--- config.mk ---
export PLATFORM = sky130hd
export DESIGN_NAME = mem_access_unit
export DESIGN_NICKNAME = d
export VERILOG_FILES = /design/src/rtl/mem_access_unit.sv
export SDC_FILE = /design/constraint.sdc
export NUM_CORES = 1
export LEC_CHECK = 0
export ABC_CLOCK_PERIOD_IN_PS = 3500
export BUFFER_PORTS_ARGS = -buffer_cell sky130_fd_sc_hd__buf_2
export CELL_PAD_IN_SITES_DETAIL_PLACEMENT = 1
export CELL_PAD_IN_SITES_GLOBAL_PLACEMENT = 1
export CORE_MARGIN = 2
export CORE_UTILIZATION = 40
export DETAILED_ROUTE_END_ITERATION = 8
export GPL_TIMING_DRIVEN = 0
export PLACE_DENSITY = 0.91
export SYNTH_ARGS = -nofsm -noshare
export SYNTH_HDL_FRONTEND = slang
export SYNTH_SLANG_ARGS = --single-unit
export TNS_END_PERCENT = 1
--- constraint.sdc ---
create_clock -name clk -period 3.5 [get_ports clk]
set_input_delay 0 -clock clk [delete_from_list [all_inputs] [get_ports clk]]
set_output_delay 0 -clock clk [all_outputs]
set_load 0.005 [all_outputs]
--- src/rtl/mem_access_unit.sv ---
// Memory-stage load/store unit for the 5-stage RISC-V pipeline.
// It turns the MEM-stage address, store data and funct3 into a word-aligned
// req/ack bus transaction, stalls the pipeline while the access is in flight,
// and returns the extended load result to the MEM/WB register.
module mem_access_unit #(
  parameter int TIMEOUT = 16
) (
  input  logic        clk,
  input  logic        rst_n,
  input  logic        valid_mem,
  input  logic        MemRead_mem,
  input  logic        MemWrite_mem,
  input  logic [2:0]  funct3_mem,
  input  logic [31:0] ALUResult_mem,
  input  logic [31:0] MemDin_mem,
  output logic        dmem_req,
  output logic        dmem_we,
  output logic [31:0] dmem_addr,
  output logic [3:0]  dmem_be,
  output logic [31:0] dmem_wdata,
  input  logic        dmem_ack,
  input  logic [31:0] dmem_rdata,
  output logic [31:0] MemDout_mem,
  output logic        mem_stall,
  output logic        misalign_exc,
  output logic        bus_err
);

  localparam logic [1:0] ST_IDLE = 2'd0;
  localparam logic [1:0] ST_BUSY = 2'd1;
  localparam logic [1:0] ST_DONE = 2'd2;

  localparam int CNT_W = (TIMEOUT > 1) ? $clog2(TIMEOUT) : 1;
  localparam logic [CNT_W-1:0] CNT_LAST = CNT_W'(TIMEOUT - 1);

  // Access size code: 0 = byte, 1 = half, 2 = word (undefined codes act as word).
  function automatic logic [1:0] size_of(input logic [1:0] f3_lo);
    case (f3_lo)
      2'b00:   size_of = 2'd0;
      2'b01:   size_of = 2'd1;
      default: size_of = 2'd2;
    endcase
  endfunction

  // Byte enables for a store of the given size at the given byte offset.
  function automatic logic [3:0] store_be(input logic [1:0] sz, input logic [1:0] off);
    case (sz)
      2'd0:    store_be = 4'b0001 << off;
      2'd1:    store_be = 4'b0011 << {off[1], 1'b0};
      default: store_be = 4'b1111;
    endcase
  endfunction

  // Replicate the store operand so every candidate lane carries it.
  function automatic logic [31:0] store_wdata(input logic [1:0] sz, input logic [31:0] din);
    case (sz)
      2'd0:    store_wdata = {4{din[7:0]}};
      2'd1:    store_wdata = {2{din[15:0]}};
      default: store_wdata = din;
    endcase
  endfunction

  // Pick the addressed byte/half from the read word and extend it; bit 2 of
  // funct3 selects zero-extension.
  function automatic logic [31:0] fmt_load(input logic [2:0] f3, input logic [1:0] off,
                                           input logic [31:0] rdata);
    logic signed [7:0]  b;
    logic signed [15:0] h;
    logic signed [31:0] sx;
    b  = rdata[{off, 3'b000} +: 8];
    h  = rdata[{off[1], 4'b0000} +: 16];
    sx = rdata;
    case (size_of(f3[1:0]))
      2'd0:    sx = f3[2] ? $signed({24'd0, b}) : 32'(b);
      2'd1:    sx = f3[2] ? $signed({16'd0, h}) : 32'(h);
      default: sx = $signed(rdata);
    endcase
    fmt_load = sx;
  endfunction

  logic [1:0]       state;
  logic [CNT_W-1:0] cnt;
  logic [2:0]       f3_p1;
  logic [1:0]       off_p1;

  logic       access;
  logic       is_store;
  logic [1:0] size_p0;
  logic       misaligned;

  // Decode the incoming access and produce the combinational stall/exception.
  always_comb begin
    access     = valid_mem & (MemRead_mem | MemWrite_mem);
    is_store   = MemWrite_mem;
    size_p0    = size_of(funct3_mem[1:0]);
    misaligned = ((size_p0 == 2'd1) & ALUResult_mem[0]) |
                 ((size_p0 == 2'd2) & (ALUResult_mem[1:0] != 2'b00));
    misalign_exc = (state == ST_IDLE) & access & misaligned;
    mem_stall    = ((state == ST_IDLE) & access & ~misaligned) | (state == ST_BUSY);
  end

  // Request FSM: launch from IDLE, wait for ack or timeout in BUSY, release in DONE.
  always_ff @(posedge clk or negedge rst_n) begin
    if (!rst_n) begin
      state       <= ST_IDLE;
      cnt         <= '0;
      dmem_req    <= 1'b0;
      dmem_we     <= 1'b0;
      dmem_addr   <= '0;
      dmem_be     <= '0;
      dmem_wdata  <= '0;
      f3_p1       <= '0;
      off_p1      <= '0;
      MemDout_mem <= '0;
      bus_err     <= 1'b0;
    end else begin
      bus_err <= 1'b0;
      case (state)
        ST_IDLE: begin
          if (access && !misaligned) begin
            state      <= ST_BUSY;
            cnt        <= '0;
            dmem_req   <= 1'b1;
            dmem_we    <= is_store;
            dmem_addr  <= {ALUResult_mem[31:2], 2'b00};
            dmem_be    <= is_store ? store_be(size_p0, ALUResult_mem[1:0]) : 4'b1111;
            dmem_wdata <= is_store ? store_wdata(size_p0, MemDin_mem) : 32'd0;
            f3_p1      <= funct3_mem;
            off_p1     <= ALUResult_mem[1:0];
          end
        end
        ST_BUSY: begin
          if (dmem_ack) begin
            dmem_req <= 1'b0;
            if (!dmem_we) MemDout_mem <= fmt_load(f3_p1, off_p1, dmem_rdata);
            state    <= ST_DONE;
          end else if (cnt == CNT_LAST) begin
            dmem_req    <= 1'b0;
            bus_err     <= 1'b1;
            MemDout_mem <= '0;
            state       <= ST_DONE;
          end else begin
            cnt <= cnt + 1'b1;
          end
        end
        ST_DONE: begin
          state <= ST_IDLE;
        end
        default: begin
          state <= ST_IDLE;
        end
      endcase
    end
  end

endmodule

==> results_tabular.tex, run 1 <==
\begin{tabular}{lr}
\hline
Metric & Value \\
\hline
\multicolumn{2}{l}{\textbf{STA}} \\
\quad Worst slew slack as a fraction of its limit & 0.5178 \\
\quad Number of setup violations in the final report & 0 \\
\quad Hold Fails Final Rpt & 0 \\
\quad Worst Clk Skew & 0.006299 ns \\
\quad Setup repair after global routing missed its margin & false \\
\quad Worst Max-Slew Pin Slew & 0.7234 ns \\
\quad Highest achievable clock rate & 0.4236 GHz \\
\quad Fin. max-slew vios & 0 \\
\quad Setup TNS & 0 ns \\
\quad Worst setup slack after layout & 1.139 ns \\
\quad Final worst-path cycle share & 0.6744 \\
\quad Min Clock Period, post-route & 2.361 ns \\
\multicolumn{2}{l}{\textbf{Detailed routing}} \\
\quad Total number of vias & 5231 \\
\quad Wire per inst & 21.23 um \\
\quad Avg Vias per Cell & 5.518 \\
\quad Starting DRC count in detailed routing & 221 \\
\quad DRT Pass-1 Iters & 5 \\
\quad Number of DRC violations after detailed routing & 0 \\
\quad Count of nets left with antenna violations after detail routing & 0 \\
\quad Wire length after detailed routing & 20130 um \\
\multicolumn{2}{l}{\textbf{Power}} \\
\quad Cell leakage power & 3.630 nW \\
\quad Seq pwr share & 0.415 \\
\quad Pint & 3.260 mW \\
\quad Worst voltage drop across the vdd grid & 0.3605 mV \\
\quad Power density over the cells & 648.3 mW/mm2 \\
\quad Final Power & 4.961 mW \\
\quad Net switching power of the design & 1.701 mW \\
\quad Fraction of power consumed by the clock network & 0.215 \\
\quad Comb power frac & 0.370 \\
\quad Net switching fraction of the power & 0.3429 \\
\multicolumn{2}{l}{\textbf{Worst setup path}} \\
\quad Startpoint type of the worst setup path & flop \\
\quad Worst endpoint required time & 3.75 ns \\
\quad Nature of the critical path endpoint & flop \\
\quad Critical Path Fanout Max & 10 \\
\quad Signal arrival time at the worst endpoint & 2.62 ns \\
\quad Category of the most critical setup path & reg2reg \\
\multicolumn{2}{l}{\textbf{GRT}} \\
\quad Congestion Overflow GR & 0 \\
\quad Wire length of the first global-routing pass & 31880 um \\
\quad Initial antenna violation count & 1 \\
\quad Via count of the first global-routing pass & 5917 \\
\quad GRT Resource Usage Total & 0.2865 \\
\quad Pin count of the biggest net entering global routing & 61 \\
\multicolumn{2}{l}{\textbf{Yosys}} \\
\quad Netlist area before placement & 0.005404 mm2 \\
\quad Mux cell area share after synthesis & 0.1646 \\
\quad Number of standard cells after synthesis & 482 \\
\quad Share of synthesized area occupied by flip-flops and latches & 0.5186 \\
\quad Share of async-settable or async-resettable flops after synthesis & 1.000 \\
\quad Simple-gate share of the synthesized area & 0.08520 \\
\quad Compound-Gate Fraction of Synth Area & 0.1880 \\
\quad Main combinational cell family by area after synthesis & compound AO/OA/AOI/OAI gates \\
\quad Area share of xor/xnor cells in the synthesized design & 0.003241 \\
\quad Yosys cell types & 39 \\
\quad Dominant synthesized flop cell & sky130\_fd\_sc\_hd\_\_dfrtp\_1 \\
\quad Number of synthesized register bits & 112 \\
\quad Number of synthesized flops with an enable pin & 0 \\
\quad Number of warnings reported in the yosys synthesis log & 0 \\
\quad Mean Syn Cell Area & 11.21 um2 \\
\quad Adder-cell area share of the yosys netlist & 0.002315 \\
\multicolumn{2}{l}{\textbf{Floorplanning}} \\
\quad Die X-Extent & 120.2 um \\
\quad Number of top-level pins & 210 \\
\quad Row count & 42 \\
\quad Area inside the core boundary & 0.01324 mm2 \\
\quad Die Y-Extent & 120.2 um \\
\quad Total die area & 0.01446 mm2 \\
\quad Starting density of the core & 0.4081 \\
\multicolumn{2}{l}{\textbf{Job}} \\
\quad Maximum capacitance violations & 0 \\
\multicolumn{2}{l}{\textbf{Place}} \\
\quad GPL Wtd Cong & 0.9351 \\
\quad Setup slack at placement & 1.257 ns \\
\quad HPWL Detailed & 13380 um \\
\quad Number of buffer cells added on primary ports & 205 \\
\multicolumn{2}{l}{\textbf{Clocking}} \\
\quad Reg clk slew, reported paths & 0.07 ns \\
\quad Maximum clock insertion buffer count & 2 \\
\quad Total setup buffers inserted after CTS & 0 \\
\quad TritonCTS Buffers & 9 \\
\quad Clock sink count & 112 \\
\quad CTS tree & built \\
\quad Cell at the root of the clock tree & sky130\_fd\_sc\_hd\_\_clkbuf\_16 \\
\quad Post-cts sizing count & 0 \\
\quad Clk Latency, worst-skew pair & 0.36 ns \\
\quad H-tree levels & 3 \\
\multicolumn{2}{l}{\textbf{Final layout}} \\
\quad Filler cell count & 1507 \\
\quad Area taken by flip-flops and latches & 0.002803 mm2 \\
\quad Post-route core utilization & 0.5779 \\
\quad Number of nets at the end of the flow & 872 \\
\quad Footprint of the multi-input gates & 0.002404 mm2 \\
\quad Fraction of final layout cells sized beyond drive strength 1 & 0.4034 \\
\quad Layout-stage area growth over the synthesis result & 41.61\% \\
\multicolumn{2}{l}{\textbf{Hold path}} \\
\quad Class of the tightest hold or removal check & in2reg \\
\multicolumn{2}{l}{\textbf{Outcome}} \\
\quad Run status & complete, no violations \\
\hline
\end{tabular}
## power by group through the flow
stage / Combinational, mW / Sequential, mW / Clock (mW)
3_5_place_dp: 1.72 / 2.05 / 0
6_report: 1.83 / 2.06 / 1.07
5_1_grt: 1.99 / 2.11 / 1.14
3_3_place_gp: 1.63 / 2.02 / 0
4_1_cts: 1.80 / 2.04 / 1.09
2_1_floorplan: 0.865 / 2.06 / 0
## layout make-up
cell class                      count  share of cell area
Clock inverter                      5            0.008175
Tap cell                          176             0.02878
Antenna cell                        1           0.0003270
Buffer                             42             0.02485
Inverter                            3            0.001472
Multi-Input combinational cell    326              0.3141
Clock buffer                       11             0.03172
Timing Repair Buffer              272              0.2243
Sequential cell                   112              0.3663
## metrics by stage
| step | hold slack, ns | cell area (um2) | cells |
|---|---|---|---|
| after global routing | 0.03451 | 7652 | 948 |
| after detailed placement | 0.09695 | 6684 | 865 |
| after floorplan | -0.2956 | 5408 | 483 |
| final | 0.02234 | 7652 | 948 |
| after global placement | 0.2316 | 6654 | 864 |
| after CTS | 0.003480 | 7650 | 947 |
## layout by cell type (no fill, tap or decap), drive strengths merged, types with 2 or more instances in the layout
| cell type | count |
|---|---|
| o2bb2ai | 8 |
| nor2 | 8 |
| xor2 | 2 |
| mux2 | 63 |
| nor3b | 2 |
| nand2 | 45 |
| inv | 5 |
| buf | 224 |
| nor2b | 11 |
| mux2i | 18 |
| a21boi | 8 |
| clkinvlp | 2 |
| o21ai | 64 |
| o31ai | 24 |
| dlygate4sd3 | 66 |
| a21oi | 11 |
| clkbuf | 35 |
| a221o | 17 |
| dfrtp | 112 |
| a2bb2oi | 3 |
| nand2b | 17 |
| conb | 2 |
| a32o | 8 |
| nand3 | 4 |
## final timing paths
path / start / to / slack [ns] / depth (start not counted)
worst min register to register: MemDout_mem[0]$_DFFE_PN0P_ / MemDout_mem[0]$_DFFE_PN0P_ / 0.49 / 1
worst max-delay path: state[1]$_DFFE_PN0P_ / MemDout_mem[2]$_DFFE_PN0P_ / 1.14 / 5
worst max register to register: state[1]$_DFFE_PN0P_ / MemDout_mem[2]$_DFFE_PN0P_ / 1.14 / 5
max in group asynchronous: rst_n / dmem_addr[16]$_DFFE_PN0P_ / 2.52 / 3
min in group asynchronous: rst_n / dmem_wdata[25]$_DFFE_PN0P_ / 0.24 / 2
worst min-delay path: dmem_rdata[12] / MemDout_mem[12]$_DFFE_PN0P_ / 0.02 / 3
## sequential cells by signal, indices dropped and copies added (netlist names)
| name | cells |
|---|---|
| MemDout_mem | 32 |
| bus_err | 1 |
| cnt | 4 |
| dmem_addr | 30 |
| dmem_be | 4 |
| dmem_req | 1 |
| dmem_wdata | 32 |
| dmem_we | 1 |
| f3_p1 | 3 |
| off_p1 | 2 |
| state | 2 |
## critical path, stage by stage, from the launching register on
cell and delay (ns):
sky130_fd_sc_hd__dfrtp_1 0.40, sky130_fd_sc_hd__or2b_1 0.29, sky130_fd_sc_hd__nor3b_2 0.58, sky130_fd_sc_hd__clkbuf_1 0.43, sky130_fd_sc_hd__o21ai_0 0.27, sky130_fd_sc_hd__o2bb2ai_1 0.29
## kinds of logic (layout without fill, tap and decap cells)
logic type / Yosys count / after routing
muxes: 81 / 81
buffers and inverters: 45 / 333
AOI/OAI and AO/OA: 146 / 146
adders and majority gates: 1 / 1
and+or+nand+nor: 94 / 94
other: 1 / 3
xor gates and xnor gates: 2 / 2
DFF: 112 / 112
## synthesized netlist by cell type (2+ instances only)
master / number / area [um2]
sky130_fd_sc_hd__a2bb2oi_1: 3 / 26.28
sky130_fd_sc_hd__nand2_1: 45 / 168.9
sky130_fd_sc_hd__o31ai_1: 24 / 180.2
sky130_fd_sc_hd__nor2_1: 8 / 30.03
sky130_fd_sc_hd__buf_4: 3 / 22.52
sky130_fd_sc_hd__a221o_2: 10 / 112.6
sky130_fd_sc_hd__o21ai_0: 64 / 320.3
sky130_fd_sc_hd__xor2_1: 2 / 17.52
sky130_fd_sc_hd__a221o_1: 7 / 70.07
sky130_fd_sc_hd__nand2b_1: 17 / 106.4
sky130_fd_sc_hd__buf_1: 4 / 15.01
sky130_fd_sc_hd__dfrtp_1: 112 / 2803
sky130_fd_sc_hd__a21oi_1: 11 / 55.05
sky130_fd_sc_hd__mux2i_1: 18 / 180.2
sky130_fd_sc_hd__clkbuf_1: 23 / 86.33
sky130_fd_sc_hd__nand3_1: 4 / 20.02
sky130_fd_sc_hd__nor2b_1: 11 / 68.82
sky130_fd_sc_hd__a21boi_0: 8 / 60.06
sky130_fd_sc_hd__o2bb2ai_1: 8 / 70.07
sky130_fd_sc_hd__mux2_2: 63 / 709.4
sky130_fd_sc_hd__inv_1: 3 / 11.26
sky130_fd_sc_hd__a32o_1: 8 / 80.08
sky130_fd_sc_hd__buf_2: 10 / 50.05
## per-layer routing
layer,share of wire,track usage,up-vias
li1,-,-,2315
met1,0.39,0.3239,2619
met2,0.52,0.5121,231
met3,0.054,0.06698,66
met4,0.043,0.1315,0
met5,0,0,-
## what timing repair did
action	4_1_cts	5_1_grt
hold endpoints to repair	117	0
hold buffers	66	0
endpoints found under the setup margin	0	0
(Power assumes the default switching activity.)
==> run 2: changes to the inputs <==
--- a/config.mk
+++ b/config.mk
@@ -5,15 +5,15 @@
 export SDC_FILE = /design/constraint.sdc
 export NUM_CORES = 1
 export LEC_CHECK = 0
-export ABC_CLOCK_PERIOD_IN_PS = 3500
+export ABC_CLOCK_PERIOD_IN_PS = 2350
 export BUFFER_PORTS_ARGS = -buffer_cell sky130_fd_sc_hd__buf_2
 export CELL_PAD_IN_SITES_DETAIL_PLACEMENT = 1
 export CELL_PAD_IN_SITES_GLOBAL_PLACEMENT = 1
 export CORE_MARGIN = 2
-export CORE_UTILIZATION = 40
+export CORE_UTILIZATION = 37
 export DETAILED_ROUTE_END_ITERATION = 8
 export GPL_TIMING_DRIVEN = 0
-export PLACE_DENSITY = 0.91
+export PLACE_DENSITY = 0.85
 export SYNTH_ARGS = -nofsm -noshare
 export SYNTH_HDL_FRONTEND = slang
 export SYNTH_SLANG_ARGS = --single-unit
==> constraint.sdc (replaced) <==
create_clock -name clk -period 2.35 [get_ports clk]
set_input_delay 0 -clock clk [delete_from_list [all_inputs] [get_ports clk]]
set_output_delay 0 -clock clk [all_outputs]
set_load 0.005 [all_outputs]
==> run 2 against run 1 <==
Effect of this change:
- maximum frequency increased by 8.5%
- sequential cell count did not move
- critical path depth unchanged
==> results_tabular.tex, run 2 (same netlist as run 1, synthesis figures left out) <==
\begin{tabular}{lr}
\hline
Metric & Value \\
\hline
\multicolumn{2}{l}{\textbf{STA}} \\
\quad Setup repair after global routing missed its margin & false \\
\quad Min Clock Period, post-route & 2.175 ns \\
\quad Number of setup violations in the final report & 0 \\
\quad Setup TNS & 0 ns \\
\quad Worst slew slack as a fraction of its limit & 0.5152 \\
\quad Worst Clk Skew & 0.01225 ns \\
\quad Fin. max-slew vios & 0 \\
\quad Final worst-path cycle share & 0.9255 \\
\quad Highest achievable clock rate & 0.4598 GHz \\
\quad Smallest hold slack & 0.02495 ns \\
\quad Hold Fails Final Rpt & 0 \\
\quad Worst setup slack after layout & 0.1750 ns \\
\quad Worst Max-Slew Pin Slew & 0.7272 ns \\
\multicolumn{2}{l}{\textbf{Clocking}} \\
\quad Cell at the root of the clock tree & sky130\_fd\_sc\_hd\_\_clkbuf\_16 \\
\quad Maximum clock insertion buffer count & 2 \\
\quad Clock sink count & 112 \\
\quad Reg clk slew, reported paths & 0.08 ns \\
\quad CTS tree & built \\
\quad H-tree levels & 3 \\
\quad Clk Latency, worst-skew pair & 0.35 ns \\
\quad TritonCTS Buffers & 9 \\
\multicolumn{2}{l}{\textbf{Detailed routing}} \\
\quad Wire length after detailed routing & 20090 um \\
\quad Avg Vias per Cell & 5.310 \\
\quad Total number of vias & 5066 \\
\quad Wire per inst & 21.06 um \\
\quad DRT Pass-1 Iters & 4 \\
\quad Count of nets left with antenna violations after detail routing & 0 \\
\quad Starting DRC count in detailed routing & 256 \\
\quad Number of DRC violations after detailed routing & 0 \\
\multicolumn{2}{l}{\textbf{Power}} \\
\quad Pint & 4.850 mW \\
\quad Worst voltage drop across the vdd grid & 0.5864 mV \\
\quad Seq pwr share & 0.415 \\
\quad Comb power frac & 0.370 \\
\quad Fraction of power consumed by the clock network & 0.215 \\
\quad Net switching power of the design & 2.493 mW \\
\quad Power density over the cells & 961.1 mW/mm2 \\
\quad Net switching fraction of the power & 0.3395 \\
\quad Cell leakage power & 3.618 nW \\
\multicolumn{2}{l}{\textbf{Worst setup path}} \\
\quad Slowest cell on the critical path & sky130\_fd\_sc\_hd\_\_nor3b\_2 \\
\quad Critical Path Fanout Max & 10 \\
\quad Worst endpoint required time & 2.58 ns \\
\quad Startpoint type of the worst setup path & flop \\
\quad Category of the most critical setup path & reg2reg \\
\quad Cell family contributing the most delay on the critical path & simple AND/OR/NAND/NOR gates \\
\quad Signal arrival time at the worst endpoint & 2.40 ns \\
\quad Buffers plus inverters on the worst setup path & 1 \\
\quad Maximum cell stage delay along the critical path & 0.53 ns \\
\quad Cell breakdown of the critical path & or2b\_1 -> nor3b\_2 -> nor2\_1 -> buf\_2 -> a221o\_2 \\
\quad Nature of the critical path endpoint & flop \\
\multicolumn{2}{l}{\textbf{Place}} \\
\quad GPL Wtd Cong & 0.9802 \\
\quad HPWL Detailed & 14080 um \\
\quad Setup slack at placement & 0.08659 ns \\
\quad Number of buffer cells added on primary ports & 205 \\
\multicolumn{2}{l}{\textbf{Floorplanning}} \\
\quad Number of top-level pins & 210 \\
\quad Area inside the core boundary & 0.01442 mm2 \\
\quad Starting density of the core & 0.3747 \\
\quad Die Y-Extent & 124.9 um \\
\quad Total die area & 0.01559 mm2 \\
\quad Row count & 44 \\
\quad Die X-Extent & 124.9 um \\
\multicolumn{2}{l}{\textbf{GRT}} \\
\quad Initial antenna violation count & 1 \\
\quad GRT Resource Usage Total & 0.2601 \\
\quad Congestion Overflow GR & 0 \\
\quad Via count of the first global-routing pass & 5701 \\
\quad Wire length of the first global-routing pass & 32020 um \\
\quad Pin count of the biggest net entering global routing & 67 \\
\multicolumn{2}{l}{\textbf{Final layout}} \\
\quad Most common library cell in the layout ignoring fill and taps & sky130\_fd\_sc\_hd\_\_buf\_2 \\
\quad Most used cells in the layout excluding fill and tap cells & sky130\_fd\_sc\_hd\_\_buf\_2, sky130\_fd\_sc\_hd\_\_dfrtp\_1, sky130\_fd\_sc\_hd\_\_o21ai\_0, sky130\_fd\_sc\_hd\_\_dlygate4sd3\_1, sky130\_fd\_sc\_hd\_\_mux2\_2 \\
\quad Largest registers in the final layout & MemDout\_mem (32), dmem\_wdata (32), dmem\_addr (30) \\
\quad Filler cell count & 1640 \\
\quad Number of nets at the end of the flow & 870 \\
\quad Fraction of final layout cells sized beyond drive strength 1 & 0.4044 \\
\quad Layout-stage area growth over the synthesis result & 41.38\% \\
\multicolumn{2}{l}{\textbf{Hold path}} \\
\quad Class of the tightest hold or removal check & in2reg \\
\multicolumn{2}{l}{\textbf{Outcome}} \\
\quad Run status & complete, no violations \\
\multicolumn{2}{l}{\textbf{Job}} \\
\quad Maximum capacitance violations & 0 \\
\hline
\end{tabular}
[run 2: worst paths after layout]
| check | from | to | slack [ns] | depth (start not counted) |
|---|---|---|---|---|
| max | state[1]$_DFFE_PN0P_ | MemDout_mem[27]$_DFFE_PN0P_ | 0.17 | 5 |
| min | dmem_rdata[9] | MemDout_mem[9]$_DFFE_PN0P_ | 0.02 | 3 |
| max reg2reg | state[1]$_DFFE_PN0P_ | MemDout_mem[27]$_DFFE_PN0P_ | 0.17 | 5 |
| min reg2reg | MemDout_mem[12]$_DFFE_PN0P_ | MemDout_mem[12]$_DFFE_PN0P_ | 0.50 | 1 |
| max in group asynchronous | rst_n | MemDout_mem[10]$_DFFE_PN0P_ | 1.38 | 3 |
| min in group asynchronous | rst_n | dmem_wdata[20]$_DFFE_PN0P_ | 0.23 | 2 |
[run 2: routing by layer]
| layer | up-vias | global-route usage | share of wire |
|---|---|---|---|
| met2 | 170 | 0.4654 | 0.52 |
| li1 | 2314 | - | - |
| met5 | - | 0 | 0 |
| met4 | 0 | 0.1020 | 0.032 |
| met3 | 46 | 0.04467 | 0.048 |
| met1 | 2536 | 0.3112 | 0.40 |
[run 2: stage by stage]
stage / area (um2) / power, mW / util / cells
4_1_cts: 7635 / 7.332 / 0.5293 / 953
3_3_place_gp: 6664 / 5.474 / 0.4620 / 872
5_1_grt: 7640 / 7.792 / 0.5297 / 954
3_5_place_dp: 6694 / 5.668 / 0.4641 / 873
6_report: 7640 / 7.342 / 0.5297 / 954
2_1_floorplan: 5408 / 4.350 / - / 483
[run 2: worst min-delay path, delay by kind of cell]
kind | cells | cell delay [ns]
AOI/OAI and AO/OA | 1 | 0.16
buffers and inverters | 1 | 0.09
and+or+nand+nor | 1 | 0.09
[run 2: final cells by class]
cell class | count | area (um2) | area share
Clock buffer | 12 | 246.5 | 0.03226
Antenna cell | 1 | 2.502 | 0.0003275
Clock inverter | 4 | 53.80 | 0.007042
Inverter | 3 | 11.26 | 0.001474
Buffer | 42 | 190.2 | 0.02489
Timing Repair Buffer | 270 | 1697 | 0.2221
Sequential cell | 112 | 2803 | 0.3669
Multi-Input combinational cell | 326 | 2406 | 0.3149
Tap cell | 184 | 230.2 | 0.03013
[run 2: power by group through the flow]
stage	Sequential [mW]	Clock (mW)	Combinational (mW)
2_1_floorplan	3.06	0	1.29
3_3_place_gp	3.00	0	2.47
3_5_place_dp	3.07	0	2.60
4_1_cts	3.04	1.60	2.70
5_1_grt	3.14	1.68	2.97
6_report	3.05	1.58	2.72
[run 2: repair_timing]
item	CTS	global route
hold buffers	64	0
gates resized for setup	0	1
setup endpoints to repair	0	46
setup buffers	0	0
endpoints found under the hold margin	109	0
==> run 3: changes to the inputs <==
--- a/config.mk
+++ b/config.mk
@@ -13,6 +13,7 @@
 export CORE_UTILIZATION = 37
 export DETAILED_ROUTE_END_ITERATION = 8
 export GPL_TIMING_DRIVEN = 0
+export MAX_ROUTING_LAYER = met4
 export PLACE_DENSITY = 0.85
 export SYNTH_ARGS = -nofsm -noshare
 export SYNTH_HDL_FRONTEND = slang
==> run 3 against run 2 <==
Effect of this change:
- the flow now finishes with violations (hold timing)
- clock power about the same
- critical endpoint is now MemDout_mem[17]$_DFFE_PN0P_
- clock skew up 0.0023 ns
- sequential power about the same
- sequential share of layout area up 0.066 points
- combinational power about the same
==> results_tabular.tex, run 3 (same netlist as run 1, synthesis figures left out) <==
\begin{tabular}{lr}
\hline
Metric & Value \\
\hline
\multicolumn{2}{l}{\textbf{Outcome}} \\
\quad Run status & finished, violations left \\
\quad Violated checks & hold timing \\
\multicolumn{2}{l}{\textbf{Power}} \\
\quad Pint & 4.820 mW \\
\quad Net switching power of the design & 2.546 mW \\
\quad Seq pwr share & 0.418 \\
\quad Worst voltage drop across the vdd grid & 0.4686 mV \\
\quad Power density over the cells & 965.9 mW/mm2 \\
\quad Cell leakage power & 3.614 nW \\
\quad Net switching fraction of the power & 0.3456 \\
\quad Comb power frac & 0.369 \\
\quad Fraction of power consumed by the clock network & 0.214 \\
\multicolumn{2}{l}{\textbf{Final layout}} \\
\quad Most common library cell in the layout ignoring fill and taps & sky130\_fd\_sc\_hd\_\_buf\_2 \\
\quad Post-route core utilization & 0.5287 \\
\quad Number of nets at the end of the flow & 869 \\
\quad Most used cells in the layout excluding fill and tap cells & sky130\_fd\_sc\_hd\_\_buf\_2, sky130\_fd\_sc\_hd\_\_dfrtp\_1, sky130\_fd\_sc\_hd\_\_o21ai\_0, sky130\_fd\_sc\_hd\_\_mux2\_2, sky130\_fd\_sc\_hd\_\_dlygate4sd3\_1 \\
\quad Final design instance area without fill & 0.007626 mm2 \\
\quad Layout-stage area growth over the synthesis result & 41.12\% \\
\quad Largest registers in the final layout & MemDout\_mem (32), dmem\_wdata (32), dmem\_addr (30) \\
\quad Filler cell count & 1625 \\
\quad Fraction of final layout cells sized beyond drive strength 1 & 0.4063 \\
\multicolumn{2}{l}{\textbf{GRT}} \\
\quad Met3 layer usage reported by global route & 0.04253 \\
\quad Fraction of met1 tracks used by global routing & 0.3237 \\
\quad Via count of the first global-routing pass & 5740 \\
\quad Wire length of the first global-routing pass & 32110 um \\
\quad GRT Resource Usage Total & 0.2699 \\
\quad Initial antenna violation count & 1 \\
\quad Congestion Overflow GR & 0 \\
\quad Busiest metal layer after global routing & met2 \\
\quad GRT met2 Usage & 0.4564 \\
\quad Pin count of the biggest net entering global routing & 63 \\
\multicolumn{2}{l}{\textbf{Clocking}} \\
\quad Clk Latency, worst-skew pair & 0.37 ns \\
\quad Maximum clock insertion buffer count & 2 \\
\quad H-tree levels & 3 \\
\quad CTS tree & built \\
\quad Reg clk slew, reported paths & 0.09 ns \\
\quad Cell at the root of the clock tree & sky130\_fd\_sc\_hd\_\_clkbuf\_16 \\
\quad TritonCTS Buffers & 9 \\
\quad Clock sink count & 112 \\
\multicolumn{2}{l}{\textbf{Detailed routing}} \\
\quad DRT Pass-1 Iters & 5 \\
\quad Count of nets left with antenna violations after detail routing & 0 \\
\quad Wire length after detailed routing & 20140 um \\
\quad Wire per inst & 21.14 um \\
\quad Total number of vias & 5144 \\
\quad Number of DRC violations after detailed routing & 0 \\
\quad Starting DRC count in detailed routing & 220 \\
\quad Avg Vias per Cell & 5.398 \\
\multicolumn{2}{l}{\textbf{Worst setup path}} \\
\quad Buffers plus inverters on the worst setup path & 1 \\
\quad Cell breakdown of the critical path & or2b\_1 -> nor3b\_2 -> nor2\_1 -> buf\_2 -> a221o\_1 \\
\quad Maximum cell stage delay along the critical path & 0.51 ns \\
\quad Slowest cell on the critical path & sky130\_fd\_sc\_hd\_\_nor3b\_2 \\
\quad Nature of the critical path endpoint & flop \\
\quad Worst endpoint required time & 2.59 ns \\
\quad Signal arrival time at the worst endpoint & 2.42 ns \\
\quad Startpoint type of the worst setup path & flop \\
\quad Critical Path Fanout Max & 10 \\
\quad Cell family contributing the most delay on the critical path & simple AND/OR/NAND/NOR gates \\
\quad Category of the most critical setup path & reg2reg \\
\multicolumn{2}{l}{\textbf{Floorplanning}} \\
\quad Number of top-level pins & 210 \\
\quad Total die area & 0.01559 mm2 \\
\quad Starting density of the core & 0.3747 \\
\quad Die X-Extent & 124.9 um \\
\quad Area inside the core boundary & 0.01442 mm2 \\
\quad Die Y-Extent & 124.9 um \\
\quad Row count & 44 \\
\multicolumn{2}{l}{\textbf{STA}} \\
\quad Setup repair after global routing missed its margin & false \\
\quad Worst Max-Slew Pin Slew & 0.6759 ns \\
\quad Setup TNS & 0 ns \\
\quad Highest achievable clock rate & 0.4585 GHz \\
\quad Final worst-path cycle share & 0.9280 \\
\quad Worst Clk Skew & 0.01455 ns \\
\quad Hold Fails Final Rpt & 2 \\
\quad Worst slew slack as a fraction of its limit & 0.5474 \\
\quad Fin. max-slew vios & 0 \\
\quad Smallest hold slack & -0.008052 ns \\
\quad Min Clock Period, post-route & 2.181 ns \\
\quad Number of setup violations in the final report & 0 \\
\multicolumn{2}{l}{\textbf{Place}} \\
\quad Total cell area at the placement stage & 0.006694 mm2 \\
\quad Number of buffer cells added on primary ports & 205 \\
\quad HPWL Detailed & 14190 um \\
\quad GPL Wtd Cong & 0.8989 \\
\multicolumn{2}{l}{\textbf{Job}} \\
\quad Maximum capacitance violations & 0 \\
\multicolumn{2}{l}{\textbf{Hold path}} \\
\quad Class of the tightest hold or removal check & in2reg \\
\hline
\end{tabular}
## run 3: cell count changes in the layout (fill, tap and decap cells not counted), sizes merged
| cell | delta |
|---|---|
| clkbuf | -2 |
| clkinv | +1 |
| dlygate4sd3 | -1 |
| inv | +1 |
## run 3: per-layer routing
layer	up-vias	part of all wire
met3	49	0.048
met4	0	0.032
met2	194	0.51
li1	2322	-
met5	-	0
met1	2579	0.41
## run 3: path summary, 6_finish.rpt
| check | to | start | slack, ns | cells past startpoint |
|---|---|---|---|---|
| setup / recovery | MemDout_mem[17]$_DFFE_PN0P_ | state[1]$_DFFE_PN0P_ | 0.17 | 5 |
| hold / removal | MemDout_mem[0]$_DFFE_PN0P_ | dmem_rdata[0] | -0.008 | 3 |
| setup reg to reg | MemDout_mem[17]$_DFFE_PN0P_ | state[1]$_DFFE_PN0P_ | 0.17 | 5 |
| hold reg to reg | MemDout_mem[5]$_DFFE_PN0P_ | MemDout_mem[5]$_DFFE_PN0P_ | 0.49 | 1 |
| max in group asynchronous | MemDout_mem[23]$_DFFE_PN0P_ | rst_n | 1.39 | 3 |
| min in group asynchronous | dmem_wdata[20]$_DFFE_PN0P_ | rst_n | 0.22 | 2 |
## run 3: what timing repair did
action	in CTS	in global routing
endpoints found under the hold margin	112	0
hold buffers	63	0
buffers inserted	0	0
setup endpoints to repair	26	0
gates resized for setup	1	0
## run 3: power by group through the flow
stage               Clock [mW]  Sequential, mW  Combinational, mW
global route              1.67            3.16               2.96
finish                    1.57            3.08               2.72
detailed placement           0            3.08               2.58
floorplan                    0            3.06               1.29
CTS                       1.59            3.06               2.68
global placement             0            3.02               2.45
## run 3: cell type report
class / instances / area, um2 / share of cell area
buffer: 42 / 190.2 / 0.02494
multi-input combinational: 326 / 2406 / 0.3155
tap: 184 / 230.2 / 0.03019
clock inverter: 6 / 67.56 / 0.008860
timing repair buffer: 269 / 1687 / 0.2212
clock buffer: 10 / 229.0 / 0.03002
inverter: 3 / 11.26 / 0.001477
sequential: 112 / 2803 / 0.3675
antenna: 1 / 2.502 / 0.0003281
## run 3: through the flow
step | worst slack (ns) | instances | hold WS [ns] | power, mW
floorplan | 0.5719 | 483 | -0.2956 | 4.350
global placement | 0.02124 | 872 | 0.2310 | 5.470
detailed placement | 0.01508 | 873 | 0.07228 | 5.656
CTS | 0.1139 | 952 | 0.0006502 | 7.322
global route | 0.03256 | 953 | 0.007633 | 7.790
finish | 0.1691 | 953 | -0.008052 | 7.366
## run 3: worst min-delay path, stage by stage
cell and delay (ns):
sky130_fd_sc_hd__buf_2 0.08, sky130_fd_sc_hd__o21ai_0 0.09, sky130_fd_sc_hd__o2bb2ai_1 0.15
